`src/rtl/count_uart_tx.sv`:
```
// Converts a 4-bit count into an ASCII hex character and sends it as an 8N1 UART frame (8E1 when COUNT_UART_TX_PARITY_EN is defined).
// Latency: tx falls one cycle after acceptance; frame is 10*CLK_DIV cycles (11*CLK_DIV with parity). Backpressure: in_ready is low for the whole frame, and words offered meanwhile are ignored.
module count_uart_tx #(
    parameter int CLK_DIV = 16
) (
    input  logic       clk,
    input  logic       reset,
    input  logic [3:0] in_data,
    input  logic       in_valid,
    output logic       in_ready,
    output logic       tx,
    output logic       busy
);

    if (CLK_DIV < 2 || CLK_DIV > 65535) begin : g_bad_clk_div
        $error("count_uart_tx: CLK_DIV must be in 2..65535");
    end

    localparam logic [15:0] DIV_LAST = 16'(CLK_DIV - 1);

`ifdef COUNT_UART_TX_PARITY_EN
    typedef enum logic [2:0] {IDLE, START, DATA, PARITY, STOP} state_t;
`else
    typedef enum logic [2:0] {IDLE, START, DATA, STOP} state_t;
`endif

    state_t      state_q, state_d;
    logic [15:0] div_q, div_d;
    logic [2:0]  idx_q, idx_d;
    logic [7:0]  char_q, char_d;
    logic        tx_q, tx_d;
    logic        busy_q, busy_d;
    logic        rdy_q, rdy_d;
    logic        bit_end;

    function automatic logic [7:0] hex_char(input logic [3:0] d);
        return (d < 4'd10) ? (8'h30 + {4'h0, d}) : (8'h37 + {4'h0, d});
    endfunction

    assign bit_end = (div_q == DIV_LAST);

    always_ff @(posedge clk or posedge reset) begin
        if (reset) begin
            state_q <= IDLE;
            div_q   <= '0;
            idx_q   <= '0;
            char_q  <= '0;
            tx_q    <= 1'b1;
            busy_q  <= 1'b0;
            rdy_q   <= 1'b1;
        end else begin
            state_q <= state_d;
            div_q   <= div_d;
            idx_q   <= idx_d;
            char_q  <= char_d;
            tx_q    <= tx_d;
            busy_q  <= busy_d;
            rdy_q   <= rdy_d;
        end
    end

    // Outputs are registered: each branch sets the line level for the state being entered.
    always_comb begin
        state_d = state_q;
        div_d   = bit_end ? 16'd0 : div_q + 16'd1;
        idx_d   = idx_q;
        char_d  = char_q;
        tx_d    = tx_q;
        busy_d  = busy_q;
        rdy_d   = rdy_q;
        case (state_q)
            IDLE: begin
                div_d = '0;
                idx_d = '0;
                if (in_valid && rdy_q) begin
                    char_d  = hex_char(in_data);
                    state_d = START;
                    tx_d    = 1'b0;
                    busy_d  = 1'b1;
                    rdy_d   = 1'b0;
                end
            end
            START: begin
                if (bit_end) begin
                    state_d = DATA;
                    idx_d   = '0;
                    tx_d    = char_q[0];
                end
            end
            DATA: begin
                if (bit_end) begin
                    if (idx_q == 3'd7) begin
                        idx_d = '0;
`ifdef COUNT_UART_TX_PARITY_EN
                        state_d = PARITY;
                        tx_d    = ^char_q;
`else
                        state_d = STOP;
                        tx_d    = 1'b1;
`endif
                    end else begin
                        idx_d = idx_q + 3'd1;
                        tx_d  = char_q[idx_q + 3'd1];
                    end
                end
            end
`ifdef COUNT_UART_TX_PARITY_EN
            PARITY: begin
                if (bit_end) begin
                    state_d = STOP;
                    tx_d    = 1'b1;
                end
            end
`endif
            STOP: begin
                if (bit_end) begin
                    state_d = IDLE;
                    tx_d    = 1'b1;
                    busy_d  = 1'b0;
                    rdy_d   = 1'b1;
                end
            end
            default: begin
                state_d = IDLE;
                div_d   = '0;
                idx_d   = '0;
                tx_d    = 1'b1;
                busy_d  = 1'b0;
                rdy_d   = 1'b1;
            end
        endcase
    end

    assign tx       = tx_q;
    assign busy     = busy_q;
    assign in_ready = rdy_q;

endmodule

```
`config.mk`:
```
export PLATFORM = sky130hd
export DESIGN_NAME = count_uart_tx
export DESIGN_NICKNAME = d
export VERILOG_FILES = /design/src/rtl/count_uart_tx.sv
export SDC_FILE = /design/constraint.sdc
export NUM_CORES = 1
export LEC_CHECK = 0
export BUFFER_PORTS_ARGS = -buffer_cell sky130_fd_sc_hd__buf_4
export CAP_MARGIN = 15
export CORE_ASPECT_RATIO = 1.1
export CORE_UTILIZATION = 40
export DETAILED_ROUTE_END_ITERATION = 10
export GPL_ROUTABILITY_DRIVEN = 0
export GPL_TIMING_DRIVEN = 1
export PLACE_DENSITY = 0.6
export SLEW_MARGIN = 20
export SYNTH_ARGS = -nofsm -noshare
export SYNTH_HDL_FRONTEND = slang
export SYNTH_SLANG_ARGS = --single-unit
```
`constraint.sdc`:
```
create_clock -name clk -period 2.4 [get_ports clk]
set_input_delay 0.12 -clock clk [delete_from_list [all_inputs] [get_ports clk]]
set_output_delay 0.12 -clock clk [all_outputs]
set_load 0.005 [all_outputs]
```
==> results.py, run 1 <==
metrics = {
    "status": {
        "status": "finished, final reports clean",
    },
    "finish": {
        "instances_no_fill": 240,
        "diodes": 0,
        "nets": 205,
        "syn2layout_area_growth_pct": 13.0,
        "area.sequential_um2": 778,
        "fill_cells": 411,
        "final_layout_size_suffix_gt1_frac": 0.160,
        "multi_input_area_um2": 927,
    },
    "clocking": {
        "cts_buffer_depth": 2,
        "cts-root-buf": "clkbuf_8",
        "clock_sinks": 31,
        "post_cts_buffers": 0,
        "clk_pin_slew_ns": 0.06,
        "cts_tree": "built",
        "h-tree-depth": 2,
        "cts_buffers": 5,
        "clock_latency_ns": 0.28,
        "cts_hold_buf": 1,
        "cts-resized-gates": 0,
    },
    "setup_path": {
        "r2r.worst_path.cells": 5,
        "cpMaxStageDelayCell": "dfrtp_1",
        "r2r_start": "state_q[0]",
        "crit_buf_inv": 1,
        "crit_chain": "inv_1, ha_1, or3_1, a221o_1, mux2_1",
        "start_kind": "flop",
        "crit_family": "flip-flops",
        "reg2reg_setup_slack_ns": 0.33,
        "cp.arrival_ns": 2.22,
        "cp-startpoint": "state_q[0]",
        "end_kind": "flop",
        "critical-path-max-stage-delay_ns": 0.44,
        "cp.required_ns": 2.55,
        "crit_type": "flop to flop",
        "cp_max_fo": 8,
        "cp_num_cells": 5,
    },
    "floorplan": {
        "coreArea_um2": 4080,
        "start_util": 0.433,
        "die_w_um": 65.4,
        "die_area_um2": 4690,
        "core.rowCount": 24,
        "io_pins": 10,
        "die_y_um": 71.7,
    },
    "place": {
        "dp_cells": 232,
        "portBuffers": 9,
        "dp_hpwl_mm": 2.37,
    },
    "grt": {
        "grt_remaining_overflow": 0,
        "grt_start_max_net_pins": 32,
        "first_global_vias": 1282,
        "grt_pass1_wl_mm": 5.89,
        "grt_use_total": 0.166,
        "antenna_found_initial": 0,
    },
    "logic_synthesis": {
        "async_flop_share": 1.00,
        "synth-edff-count": 0,
        "syn_nets": 189,
        "synth-seq-cells": 31,
        "netlist_area_um2": 1770,
        "synth-warning-count": 0,
        "ys_seq_area_frac": 0.441,
        "synth_flop_cell": "dfrtp_1",
        "yosysUniqueCellTypes": 46,
        "avgSynthCellArea_um2": 10.3,
        "synth_cells": 172,
    },
    "routing": {
        "post-route-drc-count": 0,
        "dr.pass1.iters": 4,
        "vias_per_cell": 5.28,
        "post_drt_wl_per_cell_um": 13.6,
        "ant_nets": 0,
        "vias": 1266,
        "drt_iter0_drc": 63,
        "routed_wl_mm": 3.26,
    },
    "timing": {
        "relSlewSlack": 0.615,
        "tightest_slew_ns": 0.577,
        "slew_viol_final": 0,
        "rsz0062_at_grt": "false",
        "fin_crit_sh": 0.863,
        "finalClockSkew_ns": 0.00405,
        "setup-violations-final": 0,
        "fin_setup_tns_ns": 0,
        "min_period_ns": 2.07,
        "hold_viol": 0,
        "fmax_ghz": 0.483,
    },
    "worst_hold_path": {
        "hold_path.class": "input port to flop",
        "holdCritStartpoint": "in_data[1]",
        "min_path_cells": 2,
    },
    "pwr": {
        "p_leak_uw": 0.000899,
        "total_power_uw": 1840,
        "peakVddDrop_v": 0.000493,
        "power.density_nw_per_um2": 923,
    },
    "run": {
        "cap_violations": 0,
    },
}
through the flow:
step | hold WS [ns] | instance area, um^2 | setup slack, ns | util
6_report | 0.0580 | 2000 | 0.329 | 0.489
5_1_grt | 0.0643 | 2000 | 0.245 | 0.489
4_1_cts | 0.0523 | 2000 | 0.330 | 0.489
3_5_place_dp | 0.233 | 1900 | 0.359 | 0.465
3_3_place_gp | 0.224 | 1900 | 0.479 | 0.465
2_1_floorplan | 0.219 | 1770 | 0.472 | -
synth_stat cells, drive strengths merged (3+ instances only):
cell type / n / area [um^2]
a21oi: 7 / 35.0
mux2i: 5 / 50.1
a22o: 3 / 26.3
o21ai: 4 / 20.0
xnor2: 11 / 96.3
nand2: 11 / 41.3
or3: 3 / 18.8
o41ai: 3 / 26.3
dfrtp: 29 / 726
nand3: 8 / 45.0
nor2: 16 / 60.1
nor3: 8 / 40.0
and3: 3 / 23.8
nor4: 5 / 67.6
nand4: 3 / 33.8
inv: 14 / 52.6
mux2: 5 / 60.1
ha: 10 / 125
final timing paths:
kind,end
max in group asynchronous,tx
min in group asynchronous,div_q[13]
worst min-delay path,char_q[3]
worst min register to register,char_q[2]
worst max register to register,state_q[1]
worst max-delay path,state_q[1]
placed cells by master, fill, tap and decap left out, drive strengths merged, types with 2 or more instances in the layout:
master	n
a211o	2
a21o	2
a21oi	7
a22o	3
and3	3
buf	10
clkbuf	6
dfrtp	29
dfstp	2
ha	10
inv	14
mux2	5
mux2i	5
nand2	11
nand2b	2
nand3	8
nand4	3
nor2	16
nor3	8
nor4	5
o21ai	4
o41ai	3
or2	2
or3	3
xnor2	11
xor2	2
where the power goes:
| group | switching (uW) | internal [uW] | total (uW) |
|---|---|---|---|
| Sequential | 102 | 661 | 763 |
| Combinational | 349 | 324 | 672 |
| Clock | 182 | 225 | 407 |
per-layer routing:
metal	wire, um	vias up	GRT usage
met5	0	-	0
met4	31	0	0.0507
met1	1630	604	0.226
met3	96	5	0.0525
met2	1490	18	0.251
li1	-	639	-
registers in the layout (all words and copies together) (netlist names):
signal,count
tx,1
state_q,2
in_ready,1
char_q,7
busy,1
div_q,16
idx_q,3
kinds of logic (layout without fill, tap and decap cells):
group	Yosys count	in the layout	share of synthesized area
flops	31	31	0.441
compound gates	28	28	0.112
mux	10	10	0.0623
fa+ha+maj	10	10	0.0708
buf+inv	16	32	0.0347
xor+xnor	13	13	0.0644
simple gates	64	64	0.215
layout make-up:
cell class	instances	area share
clock buffers	6	0.0414
clock inverters	1	0.00251
inverters	14	0.0263
multi-input cells	125	0.465
flip-flops and latches	31	0.390
well taps	52	0.0326
repair buffers	11	0.0426
Power figures use the tool's default switching activity.
==> run 2, diff against run 1 <==
Settings changed: BUFFER_PORTS_ARGS -buffer_cell sky130_fd_sc_hd__buf_4 to -buffer_cell sky130_fd_sc_hd__clkbuf_2, MAX_ROUTING_LAYER set to met4, RECOVER_POWER set to 100.
==> results.py, run 2 (synthesis gave the netlist of run 1 again) <==
metrics = {
    "setup_path": {
        "crit_type": "flop to flop",
        "critical-path-max-stage-delay_ns": 0.52,
        "crit_chain": "nor4_1, nand4_4, a211o_2, mux2_1",
        "cp.arrival_ns": 2.19,
        "end_kind": "flop",
        "cp_max_fo": 9,
        "cpMaxStageDelayCell": "nor4_1",
        "reg2reg_setup_slack_ns": 0.37,
        "start_kind": "flop",
        "crit_family": "simple AND/OR/NAND/NOR gates",
        "cp_num_cells": 4,
        "cp.required_ns": 2.56,
        "crit_buf_inv": 0,
        "r2r.worst_path.cells": 4,
    },
    "floorplan": {
        "core.rowCount": 24,
        "coreArea_um2": 4080,
        "die_w_um": 65.4,
        "die_y_um": 71.7,
        "start_util": 0.433,
        "io_pins": 10,
        "die_area_um2": 4690,
    },
    "pwr": {
        "swShare": 0.345,
        "p_leak_uw": 0.000881,
        "intPower_uw": 1180,
        "clkPwrFrac": 0.232,
        "switchingPower_uw": 622,
        "power.density_nw_per_um2": 918,
        "combPwrFrac": 0.350,
        "pwr-share-seq": 0.418,
        "total_power_uw": 1800,
        "peakVddDrop_v": 0.000420,
    },
    "status": {
        "violations": "capacitance limit, slew limit",
        "status": "finished with violations",
    },
    "timing": {
        "fin_setup_tns_ns": 0,
        "hold_ws_ns": 0.0767,
        "fin_crit_sh": 0.846,
        "relSlewSlack": -0.0790,
        "rsz0062_at_grt": "false",
        "slew_viol_final": 32,
        "setup-violations-final": 0,
        "min_period_ns": 2.03,
        "finalClockSkew_ns": 0.00844,
        "hold_viol": 0,
        "fmax_ghz": 0.493,
        "tightest_slew_ns": 1.62,
    },
    "place": {
        "dp_hpwl_mm": 2.43,
        "postPlaceCellArea_um2": 1880,
        "portBuffers": 9,
    },
    "clocking": {
        "cts_buffer_depth": 2,
        "clk_pin_slew_ns": 0.06,
        "cts-root-buf": "clkbuf_8",
        "cts_tree": "built",
        "h-tree-depth": 2,
        "clock_latency_ns": 0.28,
        "cts_buffers": 5,
        "clock_sinks": 31,
    },
    "finish": {
        "fill_cells": 402,
        "largest_register": "div_q",
        "final_layout_size_suffix_gt1_frac": 0.132,
        "syn2layout_area_growth_pct": 11.0,
        "fin_util": 0.480,
        "stdcell_area_um2": 1960,
        "nets": 205,
        "final_cell_mix": "29 x dfrtp_1, 16 x nor2_1, 14 x inv_1, 11 x nand2_1, 11 x xnor2_1",
        "largest_register_ffs": 16,
        "top_regs": "div_q (16), char_q (7), idx_q (3)",
        "diodes": 0,
        "final_common_cell": "dfrtp_1",
    },
    "grt": {
        "first_global_vias": 1272,
        "grt_pass1_wl_mm": 5.78,
        "grt_remaining_overflow": 0,
        "antenna_found_initial": 0,
        "grt_use_total": 0.169,
        "grt_start_max_net_pins": 32,
    },
    "routing": {
        "dr.pass1.iters": 5,
        "post-route-drc-count": 0,
        "ant_nets": 0,
        "vias_per_cell": 5.32,
        "post_drt_wl_per_cell_um": 13.6,
        "vias": 1283,
        "routed_wl_mm": 3.27,
        "drt_iter0_drc": 44,
    },
    "worst_hold_path": {
        "min_path_cells": 2,
        "hold_path.class": "input port to flop",
    },
    "run": {
        "cap_violations": 1,
    },
}
run 2: power groups by stage:
stage          combinational, uW  clock (uW)  sequential [uW]
6_report                     631         417              753
5_1_grt                      716         460              772
4_1_cts                      662         432              758
3_5_place_dp                 656           0              768
3_3_place_gp                 627           0              758
2_1_floorplan                512           0              747
run 2: metrics by stage:
stage | instances | setup WS (ns)
2_1_floorplan | 172 | 0.472
3_3_place_gp | 232 | 0.481
3_5_place_dp | 232 | 0.415
4_1_cts | 241 | 0.392
5_1_grt | 241 | 0.177
6_report | 241 | 0.370
run 2: repair_timing:
| item | in CTS | in global routing |
|---|---|---|
| resized for setup | 0 | 0 |
| endpoints found under the hold margin | 29 | 0 |
| hold buffers | 1 | 0 |
| setup buffers | 0 | 0 |
run 2: path summary, 6_finish.rpt:
kind,from,endpoint
worst max-delay path,div_q[12],busy
worst min-delay path,in_data[1],char_q[3]
worst max register to register,div_q[12],busy
worst min register to register,char_q[3],char_q[3]
max in group asynchronous,reset,div_q[3]
min in group asynchronous,reset,div_q[13]
run 2: per-layer routing:
layer	up-vias	wire, um	share of wire	track usage
met5	-	0	0	-
met4	0	102	0.031	0.0773
met3	10	111	0.034	0.0525
met2	19	1480	0.45	0.247
met1	613	1570	0.48	0.211
li1	641	-	-	-
run 2: layout make-up:
type / count / area, um^2 / area share
flip-flops and latches: 31 / 778 / 0.397
well taps: 52 / 65.1 / 0.0332
repair buffers: 11 / 57.6 / 0.0293
clock buffers: 7 / 86.3 / 0.0440
multi-input cells: 125 / 917 / 0.467
clock inverters: 1 / 5.00 / 0.00255
inverters: 14 / 52.6 / 0.0268
